[src/rtl/riscv_bp_pkg.sv]
// rtl/riscv_bp_pkg.sv - shared encodings and constants for the branch predictor
package riscv_bp_pkg;

  typedef enum logic [1:0] {
    SNT = 2'b00,
    WNT = 2'b01,
    WT  = 2'b10,
    ST  = 2'b11
  } bp_cnt_e;

  localparam logic [1:0]  CNT_RESET = WNT;
  localparam int unsigned PC_STEP   = 4;

endpackage

[src/rtl/bp_sat_counter2.sv]
// rtl/bp_sat_counter2.sv - 2-bit saturating counter next-state function
module bp_sat_counter2
  import riscv_bp_pkg::*;
(
  input  logic [1:0] cur,
  input  logic       taken,
  output logic [1:0] next
);

  always_comb begin
    next = cur;
    if (taken) begin
      if (cur != ST) next = cur + 2'd1;
    end else begin
      if (cur != SNT) next = cur - 2'd1;
    end
  end

endmodule

[src/rtl/branch_predict_unit.sv]
// rtl/branch_predict_unit.sv - BHT/BTB branch predictor with EX-stage training and redirect
// Optional BTB tag storage and matching is enabled by defining BP_BTB_TAG_EN.
module branch_predict_unit
  import riscv_bp_pkg::*;
#(
  parameter int PC_W  = 32,
  parameter int IDX_W = 4,
  parameter int CNT_W = 16
) (
  input  logic             clk,
  input  logic             rst_n,
  input  logic             if_valid,
  input  logic [PC_W-1:0]  if_pc,
  output logic             pred_taken,
  output logic [PC_W-1:0]  pred_target,
  input  logic             ex_valid,
  input  logic             ex_branch,
  input  logic [PC_W-1:0]  ex_pc,
  input  logic             ex_taken,
  input  logic [PC_W-1:0]  ex_target,
  input  logic             ex_pred_taken,
  input  logic [PC_W-1:0]  ex_pred_target,
  output logic             redirect,
  output logic [PC_W-1:0]  redirect_pc,
  output logic [CNT_W-1:0] mispredict_count
);

  localparam int ENTRIES = 1 << IDX_W;

  logic [1:0]      cnt_q        [ENTRIES];
  logic            btb_valid_q  [ENTRIES];
  logic [PC_W-1:0] btb_target_q [ENTRIES];

  logic [IDX_W-1:0] if_idx, ex_idx;
  logic             if_tag_hit, ex_tag_hit;
  logic [1:0]       cnt_next;
  logic             br_upd, nb_clear, mis;
  logic [PC_W-1:0]  if_pc_next, ex_pc_next;

  assign if_idx     = if_pc[IDX_W+1:2];
  assign ex_idx     = ex_pc[IDX_W+1:2];
  assign if_pc_next = if_pc + PC_W'(PC_STEP);
  assign ex_pc_next = ex_pc + PC_W'(PC_STEP);

`ifdef BP_BTB_TAG_EN
  localparam int TAG_W = PC_W - IDX_W - 2;
  logic [TAG_W-1:0] btb_tag_q [ENTRIES];

  assign if_tag_hit = (btb_tag_q[if_idx] == if_pc[PC_W-1:IDX_W+2]);
  assign ex_tag_hit = (btb_tag_q[ex_idx] == ex_pc[PC_W-1:IDX_W+2]);

  always_ff @(posedge clk or negedge rst_n) begin
    if (!rst_n) begin
      for (int k = 0; k < ENTRIES; k++) btb_tag_q[k] <= '0;
    end else if (br_upd && ex_taken) begin
      btb_tag_q[ex_idx] <= ex_pc[PC_W-1:IDX_W+2];
    end
  end
`else
  // Without tags every PC that shares an index aliases onto the same entry.
  assign if_tag_hit = 1'b1;
  assign ex_tag_hit = 1'b1;
`endif

  // Lookup reads the registered tables, so a same-cycle update is seen next cycle.
  assign pred_taken  = if_valid & btb_valid_q[if_idx] & if_tag_hit & cnt_q[if_idx][1];
  assign pred_target = pred_taken ? btb_target_q[if_idx] : if_pc_next;

  assign br_upd   = ex_valid & ex_branch;
  assign nb_clear = ex_valid & ~ex_branch & ex_pred_taken & ex_tag_hit;
  assign mis      = ex_valid & (ex_branch
                      ? ((ex_taken != ex_pred_taken) |
                         (ex_taken & ex_pred_taken & (ex_target != ex_pred_target)))
                      : ex_pred_taken);

  bp_sat_counter2 u_cnt (
    .cur   (cnt_q[ex_idx]),
    .taken (ex_taken),
    .next  (cnt_next)
  );

  always_ff @(posedge clk or negedge rst_n) begin
    if (!rst_n) begin
      for (int k = 0; k < ENTRIES; k++) begin
        cnt_q[k]        <= CNT_RESET;
        btb_valid_q[k]  <= 1'b0;
        btb_target_q[k] <= '0;
      end
    end else if (br_upd) begin
      cnt_q[ex_idx] <= cnt_next;
      if (ex_taken) begin
        btb_valid_q[ex_idx]  <= 1'b1;
        btb_target_q[ex_idx] <= ex_target;
      end
    end else if (nb_clear) begin
      btb_valid_q[ex_idx] <= 1'b0;
    end
  end

  always_ff @(posedge clk or negedge rst_n) begin
    if (!rst_n) begin
      redirect         <= 1'b0;
      redirect_pc      <= '0;
      mispredict_count <= '0;
    end else begin
      redirect <= mis;
      if (mis) begin
        redirect_pc <= (ex_branch && ex_taken) ? ex_target : ex_pc_next;
        if (mispredict_count != {CNT_W{1'b1}}) mispredict_count <= mispredict_count + CNT_W'(1);
      end
    end
  end

endmodule

[config.mk]
export PLATFORM = sky130hd
export DESIGN_NAME = branch_predict_unit
export DESIGN_NICKNAME = d
export VERILOG_FILES = /design/src/rtl/riscv_bp_pkg.sv /design/src/rtl/bp_sat_counter2.sv /design/src/rtl/branch_predict_unit.sv
export SDC_FILE = /design/constraint.sdc
export NUM_CORES = 1
export LEC_CHECK = 0
export CORE_ASPECT_RATIO = 0.7
export CORE_MARGIN = 1
export CORE_UTILIZATION = 53
export DETAILED_ROUTE_END_ITERATION = 8
export PLACE_DENSITY = 0.87
export SLEW_MARGIN = 20
export SYNTH_ARGS = -nofsm -noshare
export SYNTH_HDL_FRONTEND = slang
export SYNTH_HIERARCHICAL = 1
export SYNTH_SLANG_ARGS = --single-unit
[constraint.sdc]
create_clock -name clk -period 2.2 [get_ports clk]
set_input_delay 0.33 -clock clk [delete_from_list [all_inputs] [get_ports clk]]
set_output_delay 0.33 -clock clk [all_outputs]
set_load 0.005 [all_outputs]
==> out/metrics.cfg <==
[worst_setup_path]
cp-start-kind = register
crit_family = compound AO/OA/AOI/OAI gates
cp-end-kind = output port
cp.required_ps = 1870
crit_type = register to output port
arrival_ps = 2710
r2r-start = cnt_q[7]
cp_max_fo = 7
slowest_stage = o41ai_4
slowest_delay_ps = 370
crit_chain = nand2_1 > o211a_1 > o41ai_4 > buf_4 > o221ai_4 > buf_12 > buf_16 > buf_8 > a21oi_2 > buf_2
crit_buf_inv = 5

[timing]
finalMaxSlewViolations = 0
hold_violations = 0
tightest_slew_ps = 637
post-route-period-util = 1.38
finalSetupViolations = 65
rsz0062_at_grt = yes
fin_skew_ps = 9.15
setup_ws_ps = -843
maxSlewHeadroom = 0.576
fin_crit_ps = 3040
fmax_mhz = 329
fin_tns_setup_ps = -36050

[route]
vias = 20100
antenna_left = 0
drc_errors = 0
wirelength_mm = 86.8
drtPass1Iterations = 5
wl_per_cell_um = 27.1
drtIter0Drc = 1855
vias_per_cell = 6.28

[cells_and_area]
n_antenna_cell = 0
layout-drive-gt1-share = 0.516
nNetsFinal = 2574
fin_util = 0.683
area_growth_pct = 25.6
multi_input_area_um2 = 14000
regArea_um2 = 15300
final_cells = 3207
stdcell_area_um2 = 37100
nFillCells = 3308

[floorplan]
fp.dieH_um = 200
io_pins = 217
rows = 71
start_util = 0.543
core_area_um2 = 54400
dieArea_um2 = 56700
dieWidth_um = 284

[cts]
clk_latency_ps = 600
cts_max_level = 2
cts_made_buffers = 54
clk_pin_slew_ps = 70
clock-sinks = 609
clock-root-buffer = clkbuf_16
cts_tree = yes
cts_buffer_depth = 3

[synth]
postSynthCellCount = 2042
synth_edf_count = 0
synth-seq-cells = 609
yosysWarnings = 6
yosys_most_used_dff = dfrtp_1
syn-num-nets = 2184
ys_types = 52
synth_area_um2 = 29500
synthArstFlopShare = 1.00
syn_area_per_cell_um2 = 14.5
seq_area_frac_synth = 0.516

[place]
port_buffers = 216
place.gp.congestion = 0.912
post-place-cells = 3096
dpl_cell_area_um2 = 34700
dpl_worst_slack_ps = -984
dpl.hpwl_mm = 56.9

[power]
p_sw_frac = 0.261
power_frac_comb = 0.192
ir_drop_v = 0.000735
pwr-share-seq = 0.469
power.leakage_nw = 17.1
p_switching_mw = 7.70
power.internal_mw = 21.8
p_per_area_nw_per_um2 = 796
p_clk_frac = 0.339

[grt]
grt_pass1_wl_mm = 132
grtUsageMet3 = 0.0582
use_met1 = 0.408
grt_max_degree = 64
grt_pass1_vias = 21600
grt_remaining_overflow = 0
busiest_layer = met2
met2_usage = 0.510
grt_use_total = 0.308
antenna_found_initial = 2

[min_path]
hp-class = input port to asynchronous set/reset pin

[status]
status = complete, but fails checks
violations = setup timing

[flow_run]
maxCapViolCount = 0

[timing repair]
item | in CTS | in global routing
hold buffers | 1 | 0
endpoints found under the setup margin | 89 | 93
gates resized for setup | 228 | 32
pin swaps | 21 | 17
setup buffers | 5 | 4
hold endpoints to repair | 39 | 0
cloned | 5 | 0
[worst register-to-register path, stage by stage (launching register included)]
cell	delay [ps]
dfrtp_1	410
buf_4	150
buf_6	110
mux4_2	500
mux4_2	570
maj3_2	450
mux2_4	290
[final cells by class]
class | count | area share
timing repair buffer | 513 | 0.137
inverter | 11 | 0.00111
clock inverter | 22 | 0.00732
clock buffer | 79 | 0.0428
tap | 730 | 0.0246
multi-input combinational | 1243 | 0.376
sequential | 609 | 0.411
[routing by layer]
| metal | vias to the layer above | wire [um] |
|---|---|---|
| met2 | 959 | 42600 |
| met5 | - | 0 |
| met3 | 233 | 6640 |
| li1 | 8325 | - |
| met1 | 10600 | 34200 |
| met4 | 0 | 3340 |
[synthesized netlist by cell type (11+ instances only)]
master,count,area share
and3_1,11,0.0023
xnor2_1,24,0.0071
nor2_1,88,0.011
dfrtp_1,593,0.50
buf_1,29,0.0037
nand3_1,35,0.0059
mux2_2,560,0.21
a21oi_1,61,0.010
o21ai_0,19,0.0032
nand2_1,68,0.0086
nand4_1,23,0.0049
mux2_4,25,0.013
clkbuf_1,69,0.0088
mux4_2,170,0.13
buf_2,78,0.013
dfstp_2,16,0.014
xor2_1,70,0.021
inv_1,11,0.0014
[power by group through the flow]
stage / registers [mW] / clock network (mW) / logic, mW
after floorplan: 13.6 / 0 / 3.14
after global placement: 13.8 / 0 / 5.13
after detailed placement: 14.0 / 0 / 5.37
after CTS: 13.8 / 10.1 / 5.62
after global routing: 14.0 / 10.5 / 6.00
final: 13.9 / 10.0 / 5.67
[flip-flops by register name (all words and copies together), names as in the netlist, named ones only]
signal	cells
btb_target_q	512
cnt_q	32
redirect_pc	32
mispredict_count	16
redirect	1
[logic make-up (layout without fill, tap and decap cells)]
group           count (synthesis)  in the layout  share of synthesized area
simple gates                  273            273                     0.0446
flops                         609            609                      0.516
compound gates                108            108                     0.0220
buf+inv                       192            625                     0.0288
mux                           757            757                      0.356
fa+ha+maj                       9             11                    0.00373
xor+xnor                       94             94                     0.0279
[worst paths after layout]
kind,end,cells after the start,slack (ps)
max,pred_target[6],10,-840
min,btb_target_q[500],2,320
max reg2reg,cnt_q[25],6,-390
min reg2reg,btb_target_q[11],1,500
max in group asynchronous,btb_target_q[487],3,1040
min in group clk,redirect_pc[1],3,490
[layout by cell type, fill, tap and decap left out, drive strengths merged, types with 35 or more instances in the layout]
cell type	n
clkdlybuf4s50	177
clkbuf	82
xor2	70
nand2	69
buf	331
dfrtp	593
mux4	170
a21oi	61
mux2	585
nand3	35
nor2	88
[through the flow]
step                      power (mW)  hold WS (ps)
after CTS                       29.5           319
after global routing            30.5           353
after global placement          18.9           343
final                           29.5           320
after floorplan                 16.8          34.4
after detailed placement        19.3           356
Note: power is estimated with default switching activity, not from simulation.
